### config.mk
export PLATFORM = sky130hd
export DESIGN_NAME = io_edge_monitor
export DESIGN_NICKNAME = d
export VERILOG_FILES = /design/src/rtl/io_vip_pkg.sv /design/src/rtl/io_event_fifo.sv /design/src/rtl/io_edge_monitor.sv
export SDC_FILE = /design/constraint.sdc
export NUM_CORES = 1
export LEC_CHECK = 0
export CAP_MARGIN = 20
export CORE_MARGIN = 4
export CORE_UTILIZATION = 56
export CTS_CLUSTER_DIAMETER = 30
export DETAILED_ROUTE_END_ITERATION = 8
export PLACE_DENSITY = 0.82
export SLEW_MARGIN = 15
export SYNTH_ARGS = -nofsm -noshare
export SYNTH_HDL_FRONTEND = slang
export SYNTH_HIERARCHICAL = 1
export SYNTH_SLANG_ARGS = --single-unit
### constraint.sdc
create_clock -name clk -period 4.43 [get_ports clk]
set_clock_uncertainty 0.2 [all_clocks]
set_input_delay 0.443 -clock clk [delete_from_list [all_inputs] [get_ports clk]]
set_output_delay 0.443 -clock clk [all_outputs]
set_load 0.01 [all_outputs]
### src/rtl/io_vip_pkg.sv
// io_vip_pkg: shared monitor state and event types for the io edge monitor.
package io_vip_pkg;
    localparam int EVT_VALUE_MAX = 64;
    localparam int EVT_TS_MAX = 64;
    typedef enum logic [1:0] {ST_PRIME, ST_IDLE, ST_ACTIVE} mon_state_e;
    typedef struct packed {
        logic [EVT_VALUE_MAX-1:0] value;
        logic [EVT_TS_MAX-1:0]    timestamp;
    } evt_t;
endpackage

### src/rtl/io_event_fifo.sv
// io_event_fifo: synchronous first-word-fall-through event FIFO with occupancy and drop report.
module io_event_fifo #(
    parameter int DW    = 8,
    parameter int DEPTH = 16
) (
    input  logic                     clk,
    input  logic                     rst,
    input  logic                     push,
    input  logic [DW-1:0]            wdata,
    output logic                     valid,
    input  logic                     ready,
    output logic [DW-1:0]            rdata,
    output logic [$clog2(DEPTH):0]   level,
    output logic                     drop
);
    localparam int AW = $clog2(DEPTH);
    localparam logic [AW:0] FULL_LEVEL = (AW+1)'(DEPTH);
    logic [DW-1:0] mem [DEPTH];
    logic [AW-1:0] wr_ptr, rd_ptr;
    logic          pop, wr, full;
    assign valid = level != '0;
    // Head is forced to zero while empty so the outputs read 0 out of reset.
    assign rdata = valid ? mem[rd_ptr] : '0;
    always_comb begin
        full = level == FULL_LEVEL;
        pop  = valid && ready;
        wr   = push && (!full || pop);
        drop = push && full && !pop;
    end
    always_ff @(posedge clk) begin
        if (rst) begin
            wr_ptr <= '0;
            rd_ptr <= '0;
            level  <= '0;
        end else begin
            if (wr) wr_ptr <= wr_ptr + AW'(1);
            if (pop) rd_ptr <= rd_ptr + AW'(1);
            level <= level + (AW+1)'(wr) - (AW+1)'(pop);
        end
    end
    always_ff @(posedge clk) begin
        if (wr) mem[wr_ptr] <= wdata;
    end
endmodule

### src/rtl/io_edge_monitor.sv
// io_edge_monitor: timestamps masked changes on an IO bus and queues them as events.
module io_edge_monitor
    import io_vip_pkg::*;
#(
    parameter int WIDTH       = 1,
    parameter int DEPTH       = 16,
    parameter int TS_WIDTH    = 32,
    parameter int SYNC_STAGES = 2
) (
    input  logic                   clk,
    input  logic                   rst,
    input  logic                   enable,
    input  logic [WIDTH-1:0]       in,
    input  logic [WIDTH-1:0]       edge_mask,
    output logic                   evt_valid,
    input  logic                   evt_ready,
    output logic [WIDTH-1:0]       evt_value,
    output logic [TS_WIDTH-1:0]    evt_timestamp,
    output logic [$clog2(DEPTH):0] evt_level,
    output logic                   overflow,
    input  logic                   overflow_clr
);
    logic [WIDTH-1:0]          s, p;
    logic [TS_WIDTH-1:0]       ts;
    logic [WIDTH+TS_WIDTH-1:0] rdata;
    mon_state_e                state_q, state_d;
    logic                      push, drop;
    evt_t                      head, unused_head;
    generate
        if (SYNC_STAGES == 0) begin : g_nosync
            assign s = in;
        end else begin : g_sync
            logic [WIDTH-1:0] sq [SYNC_STAGES];
            always_ff @(posedge clk) begin
                if (rst) begin
                    sq <= '{default: '0};
                end else begin
                    sq[0] <= in;
                    for (int i = 1; i < SYNC_STAGES; i++) sq[i] <= sq[i-1];
                end
            end
            assign s = sq[SYNC_STAGES-1];
        end
    endgenerate
    // p follows s in every state so re-enabling never reports stale changes.
    always_ff @(posedge clk) begin
        if (rst) begin
            p        <= '0;
            ts       <= '0;
            state_q  <= ST_PRIME;
            overflow <= 1'b0;
        end else begin
            p        <= s;
            ts       <= ts + TS_WIDTH'(1);
            state_q  <= state_d;
            overflow <= drop || (overflow && !overflow_clr);
        end
    end
    always_comb begin
        state_d = enable ? ST_ACTIVE : ST_IDLE;
        push    = (state_q == ST_ACTIVE) && (((s ^ p) & edge_mask) != '0);
    end
    io_event_fifo #(.DW(WIDTH + TS_WIDTH), .DEPTH(DEPTH)) u_fifo (
        .clk   (clk),
        .rst   (rst),
        .push  (push),
        .wdata ({s, ts}),
        .valid (evt_valid),
        .ready (evt_ready),
        .rdata (rdata),
        .level (evt_level),
        .drop  (drop)
    );
    always_comb begin
        head = '0;
        head.value[WIDTH-1:0]        = rdata[TS_WIDTH +: WIDTH];
        head.timestamp[TS_WIDTH-1:0] = rdata[TS_WIDTH-1:0];
    end
    assign unused_head   = head;
    assign evt_value     = head.value[WIDTH-1:0];
    assign evt_timestamp = head.timestamp[TS_WIDTH-1:0];
endmodule

==> impl_metrics.env <==
export IMPL_clk_latency_ns=0.60
export IMPL_syn2layout_area_growth_pct=20.7
export IMPL_path_max_fanout=18
export IMPL_rr_worst_depth=13
export IMPL_tightest_slew_ns=1.09
export IMPL_cp_required_ns=3.79
export IMPL_cts_buffer_depth=3
export IMPL_fp_dieW_um=209
export IMPL_dieArea_um2=43600
export IMPL_drive_above_1_share_pct=20.6
export IMPL_cp_start_kind="flop"
export IMPL_power_frac_comb_pct=15.8
export IMPL_synth_distinct_cells=44
export IMPL_fin_tns_setup_ns=0
export IMPL_cap_violations=0
export IMPL_switching_share_pct=24.5
export IMPL_placementRows=73
export IMPL_ir_drop_mv=0.419
export IMPL_relSlewSlack_pct=27.5
export IMPL_synth_fp_nets=1243
export IMPL_port_buffer_count=46
export IMPL_reg2reg_to="u_fifo/level[4]"
export IMPL_stdcell_count=1942
export IMPL_initial_core_util_pct=56.7
export IMPL_vias_per_cell=6.41
export IMPL_path_clk_slew_ns=0.05
export IMPL_p_int_mw=12.4
export IMPL_cts_sinks=583
export IMPL_vias=12500
export IMPL_final_max_slew_viol_count=0
export IMPL_synth_edff_count=528
export IMPL_arrival_ns=3.38
export IMPL_rsz0062_at_grt="false"
export IMPL_grt_antenna_before_repair=0
export IMPL_avgSynthCellArea_um2=18.5
export IMPL_synthFlopType="edfxtp_1"
export IMPL_cts_tree="done"
export IMPL_synth_top_area_share_pct=70.2
export IMPL_grt_max_degree=78
export IMPL_setup_viol=0
export IMPL_async_reset_ff_share_pct=0
export IMPL_synth_area_leader_cell="edfxtp_1"
export IMPL_status="completed"
export IMPL_drt_total_wl_um=51200
export IMPL_clockPowerShare_pct=46.9
export IMPL_cts_setup_buffers=0
export IMPL_yosysMostFrequentCell="edfxtp_1"
export IMPL_place_hpwl_um=25300
export IMPL_min_delay_path_class="in2reg"
export IMPL_powerDensity_nw_per_um2=600
export IMPL_rrSetupSlack_ns=1.11
export IMPL_post_route_period_util_pct=90.9
export IMPL_synth_seq_cells=583
export IMPL_ios=47
export IMPL_fin_crit_ns=4.03
export IMPL_nets=1353
export IMPL_rr_startpoint="s"
export IMPL_whs_endpoint="g_sync.sq[1]"
export IMPL_seq_area_frac_synth_pct=75.1
export IMPL_switchingPower_mw=4.01
export IMPL_dp_cells=1757
export IMPL_fp_dieH_um=209
export IMPL_p_seq_share_pct=37.3
export IMPL_hold_viol=0
export IMPL_cts_buffers=99
export IMPL_fmax_mhz=248
export IMPL_syn_cell_area_um2=22600
export IMPL_wl_per_cell_um=26.3
export IMPL_holdPathStages=2
export IMPL_gp_congestion=0.734
export IMPL_startpoint="u_fifo/level[2]"
export IMPL_synth_warnings=6
export IMPL_leakagePower_nw=8.76
export IMPL_cts_hold_buf=0
export IMPL_dr_pass1_iters=5
export IMPL_htreeDepth=3
export IMPL_drt_iter0_drc=1214
export IMPL_hp_start="in"
export IMPL_fill_cells=2351
export IMPL_netlist_top_cells_area="edfxtp_1 70%, mux4_2 6.6%, mux2i_1 5.9%"
export IMPL_grt_overflow=0
export IMPL_synth_cells=1223
export IMPL_antenna_left=0
export IMPL_cts_resized=0
export IMPL_grt_pass1_wl_um=78400
export IMPL_grtUsageTotal_pct=23.3
export IMPL_yosys_top_cells_count="528 x edfxtp_1, 132 x mux2i_1, 66 x a22oi_1, 66 x mux4_2, 55 x dfxtp_1"
export IMPL_cp_end_kind="output pin"
export IMPL_grt_pass1_vias=13100
export IMPL_core_area_um2=39800
export IMPL_worstSetupPathType="reg2out"
export IMPL_cts_root_buf="clkbuf_16"
export IMPL_drc_errors=0
[cells in the final DEF, fill, tap and decap left out, drive strengths merged, types with 17 or more instances in the layout]
| cell type | instances |
|---|---|
| edfxtp | 528 |
| mux2i | 132 |
| clkbuf | 116 |
| mux4 | 66 |
| a22oi | 66 |
| dfxtp | 55 |
| clkdlybuf4s50 | 45 |
| nor2 | 38 |
| and3 | 37 |
| a221o | 33 |
| buf | 32 |
| inv | 30 |
| clkinv | 27 |
| a21oi | 25 |
| nand2 | 20 |
| clkinvlp | 19 |
| or4 | 17 |
[kinds of logic (layout without fill, tap and decap cells)]
kind of cell | after synthesis | in the layout | share of synthesized area (%)
flops | 583 | 583 | 75.1
mux | 198 | 198 | 12.4
simple gates | 172 | 172 | 4.24
compound gates | 149 | 149 | 4.93
buf+inv | 89 | 282 | 1.82
xor+xnor | 19 | 19 | 0.737
fa+ha+maj | 13 | 13 | 0.754
other cells | 0 | 1 | 0
[how the worst max path moves through the flow]
stage	endpoint	slack, ns
2_1_floorplan	u_fifo/mem[0][0]	0.18
3_3_place_gp	evt_timestamp[30]	1.01
3_5_place_dp	u_fifo/level[4]	0.99
4_1_cts	evt_timestamp[1]	0.39
5_1_grt	evt_timestamp[1]	0.21
6_report	evt_timestamp[3]	0.40
[power groups by stage]
stage / registers, mW / clock network [mW] / logic [mW]
global placement: 6.21 / 0 / 2.53
floorplan: 6.12 / 0 / 1.71
CTS: 6.11 / 7.73 / 2.60
finish: 6.10 / 7.67 / 2.59
detailed placement: 6.21 / 0 / 2.56
global route: 6.12 / 8.03 / 2.76
[flip-flops by register name, summed over array words and instances (netlist names), 2 cells and up, named ones only]
register,cells
u_fifo/level,5
state_q,2
u_fifo/rd_ptr,4
u_fifo/wr_ptr,4
ts,32
u_fifo/mem,528
[cell type report]
cell class	instances	area, µm²	area share, %
sequential	583	17000	62.2
multi-input combinational	551	5340	19.6
clock buffer	116	2630	9.63
timing repair buffer	77	808	2.96
clock inverter	68	785	2.88
tap	525	657	2.41
inverter	21	78.8	0.289
antenna	1	2.50	0.00918
[critical path, cell delays in order (launching register included)]
cell             delay [ns]
dfxtp_1                0.36
inv_1                  0.08
ha_1                   0.20
or4b_1                 0.29
nor2b_4                0.52
buf_4                  0.39
and3_1                 0.27
a221o_1                0.14
clkdlybuf4s50_1        0.54
[per-layer routing]
metal	share of wire, %	GRT usage (%)	vias up	routed length, µm
met5	0	0	-	0
met1	39	32.5	6435	19900
met4	2.7	7.90	0	1380
li1	-	-	5214	-
met3	8.8	4.29	118	4510
met2	50	37.9	689	25400
[metrics by stage]
stage / instance area, µm² / setup WS (ns) / total power [mW] / hold slack (ns) / util, %
floorplan: 22600 / 0.180 / 7.83 / 0.214 / -
global placement: 23800 / 1.01 / 8.74 / 0.217 / 59.8
detailed placement: 23800 / 0.994 / 8.77 / 0.242 / 59.9
CTS: 27300 / 0.391 / 16.4 / 0.183 / 68.4
global route: 27300 / 0.206 / 16.9 / 0.208 / 68.4
finish: 27300 / 0.403 / 16.4 / 0.202 / 68.5
Note: power is estimated with default switching activity, not from simulation.
